### src/rtl/anton_neopixel_frame_scheduler_pkg.sv
// Shared definitions for the NeoPixel frame scheduler: state encodings and
// default parameter values.
package anton_neopixel_frame_scheduler_pkg;

  localparam int SCHED_PERIOD_WIDTH_DEFAULT = 24;
  localparam int SCHED_TIMEOUT_DEFAULT      = 64;
  localparam int SCHED_COUNT_WIDTH_DEFAULT  = 16;

  localparam logic [2:0] ST_IDLE        = 3'd0;
  localparam logic [2:0] ST_START       = 3'd1;
  localparam logic [2:0] ST_WAIT_BUSY   = 3'd2;
  localparam logic [2:0] ST_STREAM      = 3'd3;
  localparam logic [2:0] ST_WAIT_PERIOD = 3'd4;

  typedef enum logic [2:0] {
    IDLE        = ST_IDLE,
    START       = ST_START,
    WAIT_BUSY   = ST_WAIT_BUSY,
    STREAM      = ST_STREAM,
    WAIT_PERIOD = ST_WAIT_PERIOD
  } sched_state_t;

endpackage

### src/rtl/anton_sched_period_counter.sv
// Saturating up-counter with synchronous clear. The reached output is high
// once the count is at least max(limit,1)-1, so a limit of 0 acts as 1.
// Used for both the refresh period and the busy-rise timeout.
module anton_sched_period_counter
  import anton_neopixel_frame_scheduler_pkg::*;
#(
  parameter int WIDTH = SCHED_PERIOD_WIDTH_DEFAULT
) (
  input  logic             clk6_4mhz,
  input  logic             apbPresern,
  input  logic             clear,
  input  logic [WIDTH-1:0] limit,
  output logic             reached
);

  logic [WIDTH-1:0] count;
  logic [WIDTH-1:0] threshold;

  // Count up every cycle, hold at all-ones, restart from zero on clear.
  always_ff @(posedge clk6_4mhz or negedge apbPresern) begin
    if (!apbPresern) begin
      count <= '0;
    end else if (clear) begin
      count <= '0;
    end else if (count != '1) begin
      count <= count + WIDTH'(1);
    end
  end

  assign threshold = (limit == '0) ? '0 : limit - WIDTH'(1);
  assign reached   = (count >= threshold);

endmodule

### src/rtl/anton_neopixel_frame_scheduler.sv
// NeoPixel frame scheduler: issues syncStart one-shot or periodically, follows
// streamBusy to frame completion, and reports frames and timeouts.
// Optional build macro: ANTON_NEOPIXEL_SCHED_OVERRUN_EN adds the overrunCount
// output (saturating count of frames that ran past their refresh period).
module anton_neopixel_frame_scheduler
  import anton_neopixel_frame_scheduler_pkg::*;
#(
  parameter int PERIOD_WIDTH = SCHED_PERIOD_WIDTH_DEFAULT,
  parameter int TIMEOUT      = SCHED_TIMEOUT_DEFAULT,
  parameter int COUNT_WIDTH  = SCHED_COUNT_WIDTH_DEFAULT
) (
  input  logic                    clk6_4mhz,
  input  logic                    apbPresern,
  input  logic                    enable,
  input  logic                    continuous,
  input  logic                    trigger,
  input  logic [PERIOD_WIDTH-1:0] period,
  input  logic                    streamBusy,
  input  logic                    errClear,
  output logic                    syncStart,
  output logic                    frameDone,
  output logic [COUNT_WIDTH-1:0]  frameCount,
  output logic                    timeoutErr,
`ifdef ANTON_NEOPIXEL_SCHED_OVERRUN_EN
  output logic [7:0]              overrunCount,
`endif
  output logic                    schedBusy
);

  localparam int TIMEOUT_WIDTH = $clog2(TIMEOUT + 1);
  localparam logic [TIMEOUT_WIDTH-1:0] TIMEOUT_LIMIT = TIMEOUT_WIDTH'(TIMEOUT);

  sched_state_t state, next_state;
  logic pending;
  logic period_hit;
  logic timeout_hit;
  logic counters_clear;
  logic frame_end;
  logic timeout_set;

  assign counters_clear = (state == START);
  assign frame_end      = (state == STREAM) && !streamBusy;
  // Busy rising wins over a timeout landing in the same cycle.
  assign timeout_set    = (state == WAIT_BUSY) && !streamBusy && timeout_hit;

  anton_sched_period_counter #(
    .WIDTH (PERIOD_WIDTH)
  ) u_period_counter (
    .clk6_4mhz  (clk6_4mhz),
    .apbPresern (apbPresern),
    .clear      (counters_clear),
    .limit      (period),
    .reached    (period_hit)
  );

  anton_sched_period_counter #(
    .WIDTH (TIMEOUT_WIDTH)
  ) u_timeout_counter (
    .clk6_4mhz  (clk6_4mhz),
    .apbPresern (apbPresern),
    .clear      (counters_clear),
    .limit      (TIMEOUT_LIMIT),
    .reached    (timeout_hit)
  );

  // State register.
  always_ff @(posedge clk6_4mhz or negedge apbPresern) begin
    if (!apbPresern) begin
      state <= IDLE;
    end else begin
      state <= next_state;
    end
  end

  // Next-state decode.
  always_comb begin
    next_state = state;
    case (state)
      IDLE: begin
        if (enable && (pending || trigger || continuous)) begin
          next_state = START;
        end
      end
      START: begin
        next_state = WAIT_BUSY;
      end
      WAIT_BUSY: begin
        if (streamBusy) begin
          next_state = STREAM;
        end else if (timeout_hit) begin
          next_state = IDLE;
        end
      end
      STREAM: begin
        if (!streamBusy) begin
          next_state = (enable && continuous) ? WAIT_PERIOD : IDLE;
        end
      end
      WAIT_PERIOD: begin
        if (!enable || !continuous) begin
          next_state = pending ? START : IDLE;
        end else if (period_hit) begin
          next_state = START;
        end
      end
      default: begin
        next_state = IDLE;
      end
    endcase
  end

  // One-deep trigger queue; the request being served is consumed on entry to START.
  always_ff @(posedge clk6_4mhz or negedge apbPresern) begin
    if (!apbPresern) begin
      pending <= 1'b0;
    end else if (next_state == START) begin
      pending <= 1'b0;
    end else if (trigger) begin
      pending <= 1'b1;
    end
  end

  // Registered outputs; syncStart and schedBusy follow the state being entered.
  always_ff @(posedge clk6_4mhz or negedge apbPresern) begin
    if (!apbPresern) begin
      syncStart  <= 1'b0;
      schedBusy  <= 1'b0;
      frameDone  <= 1'b0;
      frameCount <= '0;
      timeoutErr <= 1'b0;
    end else begin
      syncStart  <= (next_state == START);
      schedBusy  <= (next_state != IDLE);
      frameDone  <= frame_end;
      if (frame_end) begin
        frameCount <= frameCount + COUNT_WIDTH'(1);
      end
      timeoutErr <= timeout_set || (timeoutErr && !errClear);
    end
  end

`ifdef ANTON_NEOPIXEL_SCHED_OVERRUN_EN
  logic overrun_seen;
  logic overrun_now;

  assign overrun_now = overrun_seen ||
                       (((state == WAIT_BUSY) || (state == STREAM)) && period_hit);

  // Track whether the current frame outlived its period; count it when the frame hands over to WAIT_PERIOD.
  always_ff @(posedge clk6_4mhz or negedge apbPresern) begin
    if (!apbPresern) begin
      overrun_seen <= 1'b0;
      overrunCount <= 8'd0;
    end else begin
      overrun_seen <= (state == START) ? 1'b0 : overrun_now;
      if (errClear) begin
        overrunCount <= 8'd0;
      end else if (frame_end && (next_state == WAIT_PERIOD) && overrun_now &&
                   (overrunCount != 8'hFF)) begin
        overrunCount <= overrunCount + 8'd1;
      end
    end
  end
`endif

endmodule

### config.mk
export PLATFORM = sky130hd
export DESIGN_NAME = anton_neopixel_frame_scheduler
export DESIGN_NICKNAME = d
export VERILOG_FILES = /design/src/rtl/anton_neopixel_frame_scheduler_pkg.sv /design/src/rtl/anton_sched_period_counter.sv /design/src/rtl/anton_neopixel_frame_scheduler.sv
export SDC_FILE = /design/constraint.sdc
export NUM_CORES = 1
export LEC_CHECK = 0
export BUFFER_PORTS_ARGS = -buffer_cell sky130_fd_sc_hd__buf_4
export CAP_MARGIN = 5
export CORE_ASPECT_RATIO = 0.75
export CORE_MARGIN = 1
export CORE_UTILIZATION = 52
export CTS_CLUSTER_DIAMETER = 200
export DETAILED_ROUTE_END_ITERATION = 6
export PLACE_DENSITY = 0.73
export SLEW_MARGIN = 20
export SYNTH_ARGS = -nofsm -noshare
export SYNTH_HDL_FRONTEND = slang
export SYNTH_SLANG_ARGS = --single-unit
### constraint.sdc
create_clock -name clk6_4mhz -period 2.6 [get_ports clk6_4mhz]
set_input_delay 0.26 -clock clk6_4mhz [delete_from_list [all_inputs] [get_ports clk6_4mhz]]
set_output_delay 0.26 -clock clk6_4mhz [all_outputs]
set_load 0.01 [all_outputs]
==> metrics, run 1 <==
result of the run finished with violations; failing checks hold timing, setup timing; I/O pin cnt between 50 and 60; area of the multi-input gates 2303 um2; mapped cell area roughly 3700 um2; GR Util All Layers approximately a quarter; H-tree depth 2; r2r setup slk 0.40 ns; pwr dens approximately 560 nW/um2; Max VDD drop ~0.00061 V; DRT antenna net count 0; most common cell in the netlist dfrtp_1; drt total wl roughly 8500 um; Final HPWL DP 6370 um; largest net degree at the start of global routing 56; clk buf depth 2; Unique masters post-synth 52; switching part of the total 33.15%; Slew Viols, Final 0; worst setup margin -0.4375 ns; dominant synthesized flop cell dfrtp_1; Syn Nets roughly 460; Slew headroom between 50% and 60%; TritonRoute pass-1 iters 4; FILL cells about 540; min Tclk post-route roughly 3.0 ns; # setup viols final 4; First DRT Iteration DRCs 165; Yosys reg bits 55; die outline area 7383 um2; Cells after Synth approximately 400; non-filler cells, final approximately 600; Root Buffer clkbuf_8; worst reg2reg path depth 6; Die Y approximately 75 um; Reg power frac between 40 and 50%; crit-path leading delay family simple AND/OR/NAND/NOR gates; crit-path max FO 5; top post-synthesis cells by area dfrtp_1, ha_1, xor2_1; row count 26; vias in the first global route just over 3000; maximum clock frequency between 0.3 and 0.4 GHz; core area about 6800 um2; post-synthesis sequential area ratio between 30% and 40%; RR Startpoint u_period_counter.count[17]; final period utilization 116.8%; Leak Pwr approximately 2.3 nW; total gr overflow 0; antenna violations before repair 0; share of layout cells above drive strength 1 between 20 and 30%; # diodes 0; CP Class in -> reg; Synth async-reset ratio 100.0%; final hold vios 34; Avg Cell Area, Syn about 9.1 um2; area leader, netlist dfrtp_1; port buffer count 50; Worst-path clk slew ~0.090 ns; Clock Skew around 0.0082 ns; Initial Util a little over half; clk_lat worst skew approximately 0.31 ns; max_cap viols 0; Final Wtd Congestion around 0.83; Synthesis Warnings 0; CP arrival ~3.3 ns; Die W roughly 100 um; combinational share of power a little under 30%; cell internal pwr between 1.5 and 2 mW; largest stage delay on the critical path ~0.54 ns; critical-path cell list buf_6 -> or3_4 -> or4b_4 -> or2_4 -> nor3_2 -> o21ai_1 -> a32oi_1 -> ha_1 -> a21oi_1 -> nor2_1 -> a2111oi_2 -> o211ai_1 -> o21bai_1 -> o221a_2; CP endpoint kind flop; worst r2r dst u_period_counter.count[7]; DP Cell Count a little under 600; area share of the largest cell type after synthesis 37.59%; slowest cell on the critical path or4b_4; CTS tree yes; Avg WL per Cell between 10 and 15 um; Synth top cells by count dfrtp_1, nor2_1, nand2_1; DRC 0; Post-synth EDFFs 0; Tot Pwr ~2.7 mW; Worst-Margin Slew between 0.6 and 0.7 ns; Hold/Removal Path Class in -> async; Inserted Clock Buffers 5; P_sw 881.2 uW; RSZ-0062 raised after global routing true; WHS -0.02204 ns; Synth-to-Final Area Change 28.84%; crit start category input port; Clock Sinks 55; power share of the clock group approximately 25%; WP buf/inv 1; WP data required approximately 2.9 ns; Seq. cell area roughly 1400 um2; routed vias/inst about 5.6; first-pass GRT wire length 13780 um; Post-layout nets 563; DR vias around 3300
## state kept, by name (all words and copies together), names as in the netlist
| name | flops |
|---|---|
| pending | 1 |
| syncStart | 1 |
| state | 3 |
| frameDone | 1 |
| u_timeout_counter.count | 7 |
| frameCount | 16 |
| timeoutErr | 1 |
| u_period_counter.count | 24 |
| schedBusy | 1 |
## stage by stage
| step | instance area, um2 | utilization [%] | hold WS (ns) | TNS (ns) | worst slack, ns |
|---|---|---|---|---|---|
| 4_1_cts | 4682 | 68.86 | 0.007373 | -1.636 | -0.4367 |
| 3_5_place_dp | 4471 | 65.75 | 0.3398 | -3.284 | -0.8938 |
| 5_1_grt | 4717 | 69.38 | 0.03744 | -2.400 | -0.6330 |
| 6_report | 4717 | 69.38 | -0.02204 | -1.578 | -0.4375 |
| 3_3_place_gp | 4471 | 65.75 | 0.3394 | -2.880 | -0.7532 |
| 2_1_floorplan | 3667 | - | -0.03559 | -1.892 | -0.5044 |
## cells in the final DEF, fill, tap and decap left out, drive strengths merged, types with 5 or more instances in the layout
cell	netlist	final
nand4	16	16
inv	6	6
nand2	43	43
o21ai	12	12
nor2	51	51
a21oi	15	15
xnor2	24	24
nor4	6	6
nor3	11	11
or3	8	8
a31oi	7	7
ha	29	29
clkbuf	5	5
and3	16	16
buf	4	101
xor2	29	29
nand3	19	19
dfrtp	55	55
## final cells by class
class,instances,area share (%)
Clock buffer,5,1.459
Clock inverter,3,1.432
Inverter,6,0.4775
Multi-Input combinational cell,334,48.83
Sequential cell,55,29.18
Tap cell,84,2.228
Timing Repair Buffer,101,16.39
## power groups by stage
| stage | clock network, mW | registers [mW] | logic, mW |
|---|---|---|---|
| global placement | 0 | 1.19 | 0.743 |
| finish | 0.672 | 1.19 | 0.793 |
| floorplan | 0 | 1.17 | 0.496 |
| CTS | 0.678 | 1.19 | 0.795 |
| detailed placement | 0 | 1.20 | 0.771 |
| global route | 0.710 | 1.22 | 0.888 |
## worst reg2reg max path, stage by stage, from the launching register on
cell and delay [ns]:
dfrtp_1 0.47, nand4_1 0.17, nor3b_1 0.56, nand3_1 0.42
nand4_1 0.24, xor2_1 0.17, nor2_1 0.05
## routing by layer
layer	track usage, %	up-vias	part of all wire, %	wire [um]
li1	-	1646	-	-
met1	33.25	1559	49	4161
met2	38.69	65	46	3865
met3	3.900	10	4.3	361
met4	4.975	0	0.80	68
met5	0	-	0	0
## cell families after synthesis
logic type	synth area share [%]
multiplexers	1.401
buffers and inverters	1.640
AO/OA/AOI/OAI	9.535
flip-flops	37.59
AND/OR/NAND/NOR	27.24
adder cells (fa/ha/maj)	9.911
XOR/XNOR	12.68
## how the worst max path moves through the flow
stage | startpoint | to | slack [ns] | cells past startpoint
floorplan | period[7] | pending | -0.50 | 13
global placement | period[7] | state[2] | -0.75 | 14
detailed placement | period[7] | state[2] | -0.89 | 14
CTS | period[7] | pending | -0.44 | 14
global route | period[7] | pending | -0.63 | 14
finish | period[7] | pending | -0.44 | 14
## timing repair
item | 4_1_cts | 5_1_grt
hold buffers | 0 | 0
pin swaps | 13 | 10
gates resized for setup | 13 | 6
gates cloned | 0 | 0
buffers inserted | 1 | 2
hold endpoints to repair | 0 | 0
setup endpoints to repair | 4 | 4
(Power assumes the default switching activity.)
==> run 2: changes to the inputs <==
- PLACE_DENSITY: 0.73 -> 0.79
- REMOVE_ABC_BUFFERS: not set -> 1
==> metrics, run 2 (synthesis gave the netlist of run 1 again) <==
r2r setup slk 0.47 ns (+0.07 ns); Synth-to-Final Area Change 29.22%; max reg flops 24 (unchanged); Slew headroom 55.40% (+0.55 points); failing checks hold timing, setup timing; clk buf depth 2 (unchanged); Seq. cell area 1376 um2 (unchanged); WP buf/inv 3 (+2); Slew Viols, Final 0 (unchanged); RSZ-0062 raised after global routing true; Most flops, register u_period_counter.count; crit start category input port; Inserted Clock Buffers 5 (unchanged); Root Buffer clkbuf_8; WHS -0.02122 ns (+0.0008263 ns); GR Util All Layers 24.16% (+0.64 points); DRT antenna net count 0 (unchanged); fin util 69.58% (+0.20 points); share of layout cells above drive strength 1 27.17% (+0.38 points); leading cell type in the layout, fill and taps excluded buf_4; Die Y 74.67 um (unchanged); result of the run finished with violations; Die W 98.89 um (unchanged); DR vias 3383 (+3.1%); largest stage delay on the critical path 0.53 ns (about the same); Post-layout nets 567 (+0.71%); area of the multi-input gates 2315 um2 (+0.49%); min Tclk post-route 3.148 ns (+0.1101 ns); final period utilization 121.1% (+4.2 points); Avg WL per Cell 14.57 um (+1.3%); GR Util met1 32.96% (-0.30 points); # diodes 0 (unchanged); H-tree depth 2 (unchanged); core area 6799 um2 (unchanged); I/O pin cnt 51 (unchanged); First DRT Iteration DRCs 159 (-3.6%); DRC 0 (unchanged); hold buffers post-CTS 0 (unchanged); Hold/Removal Path Class in -> async; Leak Pwr 2.332 nW (+0.89%); cell area after layout 4731 um2 (+0.29%); crit-path max FO 7 (+2); routed vias/inst 5.715 (+2.4%); vias in the first global route 3210 (+5.5%); final hold vios 30 (-12%); die outline area 7383 um2 (unchanged); critical-path cell list buf_6 -> or3_4 -> or4b_4 -> buf_4 -> nor2_4 -> nor2b_1 -> buf_4 -> a22oi_1 -> ha_1 -> nand4_1 -> nor2_1 -> a22oi_1 -> o211ai_1 -> o21bai_1 -> o221a_2; Max VDD drop 0.0004714 V (-22%); first-pass GRT wire length 14220 um (+3.2%); GR Layer Usage met2 41.41% (+2.7 points); leading registers by flop count u_period_counter.count: 24 flops, frameCount: 16 flops, u_timeout_counter.count: 7 flops; clk_lat worst skew 0.30 ns (about the same); pwr dens 540.5 nW/um2 (-4.1%); total gr overflow 0 (unchanged); Worst-Margin Slew 0.6689 ns (-0.008199 ns); crit-path leading delay family simple AND/OR/NAND/NOR gates; GR Util met3 3.993% (+0.093 points); Clock Skew 0.004403 ns (-0.003773 ns); largest net degree at the start of global routing 56 (unchanged); row count 26 (unchanged); CTS tree yes; Most Crowded Layer GR met2; slowest cell on the critical path or4b_4; FILL cells 491 (-8.6%); TritonRoute pass-1 iters 5 (+1); worst setup margin -0.5476 ns (-0.1101 ns); Worst-path clk slew 0.10 ns (about the same); maximum clock frequency 0.3177 GHz (-3.5%); Clock Sinks 55 (unchanged); max_cap viols 0 (unchanged); WP data required 2.85 ns (about the same); drt total wl 8628 um (+2.0%); Placed Area 4472 um2 (about the same); CP arrival 3.40 ns (+0.11 ns); CP endpoint kind flop; # setup viols final 4 (unchanged); port buffer count 50 (unchanged); CP Class in -> reg; antenna violations before repair 0 (unchanged); Final Wtd Congestion 0.8266 (-0.17%); Initial Util 53.85% (unchanged); most frequent cells in the layout buf_4, dfrtp_1, nor2_1, nand2_1, xor2_1; Final HPWL DP 6517 um (+2.3%)
run 2: cell types whose count changed in the layout (fill, tap and decap cells not counted), moves of 2 or more:
cell	previous run	this run
o21ai_1	1	3
o21ai_0	11	9
nand2_2	3	1
buf_4	97	102
run 2: what timing repair did:
action / CTS / global route
resized for setup: 19 / 4
setup buffers: 2 / 4
pin swaps: 18 / 11
gates cloned: 0 / 0
hold endpoints to repair: 0 / 0
endpoints found under the setup margin: 4 / 4
run 2: worst paths after layout:
check | startpoint | end | cells after the start
hold reg to reg | frameCount[15] | frameCount[15] | 1
min in group clk6_4mhz | errClear | timeoutErr | 2
max in group asynchronous | apbPresern | u_period_counter.count[9] | 1
setup / recovery | period[5] | pending | 15
hold / removal | apbPresern | frameCount[4] | 1
setup reg to reg | u_period_counter.count[2] | pending | 7
run 2: cell type report:
class / instances / area share [%]
clock buffer: 5 / 1.455
inverter: 6 / 0.4761
tap: 84 / 2.222
timing repair buffer: 105 / 16.90
multi-input combinational: 334 / 48.93
clock inverter: 3 / 0.9257
sequential: 55 / 29.09
run 2: report_power, final:
group | switching [mW] | internal [mW]
Combinational | 0.408 | 0.397
Sequential | 0.188 | 1.00
Clock | 0.274 | 0.287
run 2: metal layers:
layer,wire length (um),vias to the layer above
met3,427,8
met5,0,-
met2,4144,91
li1,-,1648
met1,3988,1636
met4,68,0
run 2: per-stage QoR:
step           worst slack, ns  TNS, ns  hold WS (ns)  total power, mW  std cells
2_1_floorplan          -0.5651   -2.128      -0.03559            1.637        395
3_3_place_gp           -0.7811   -3.010        0.3448            1.945        578
3_5_place_dp           -0.8502   -3.228        0.3403            1.988        578
4_1_cts                -0.4161   -1.482     0.0002773            2.565        588
5_1_grt                -0.6555   -2.523       0.02172            2.740        592
6_report               -0.5476   -2.003      -0.02122            2.557        592
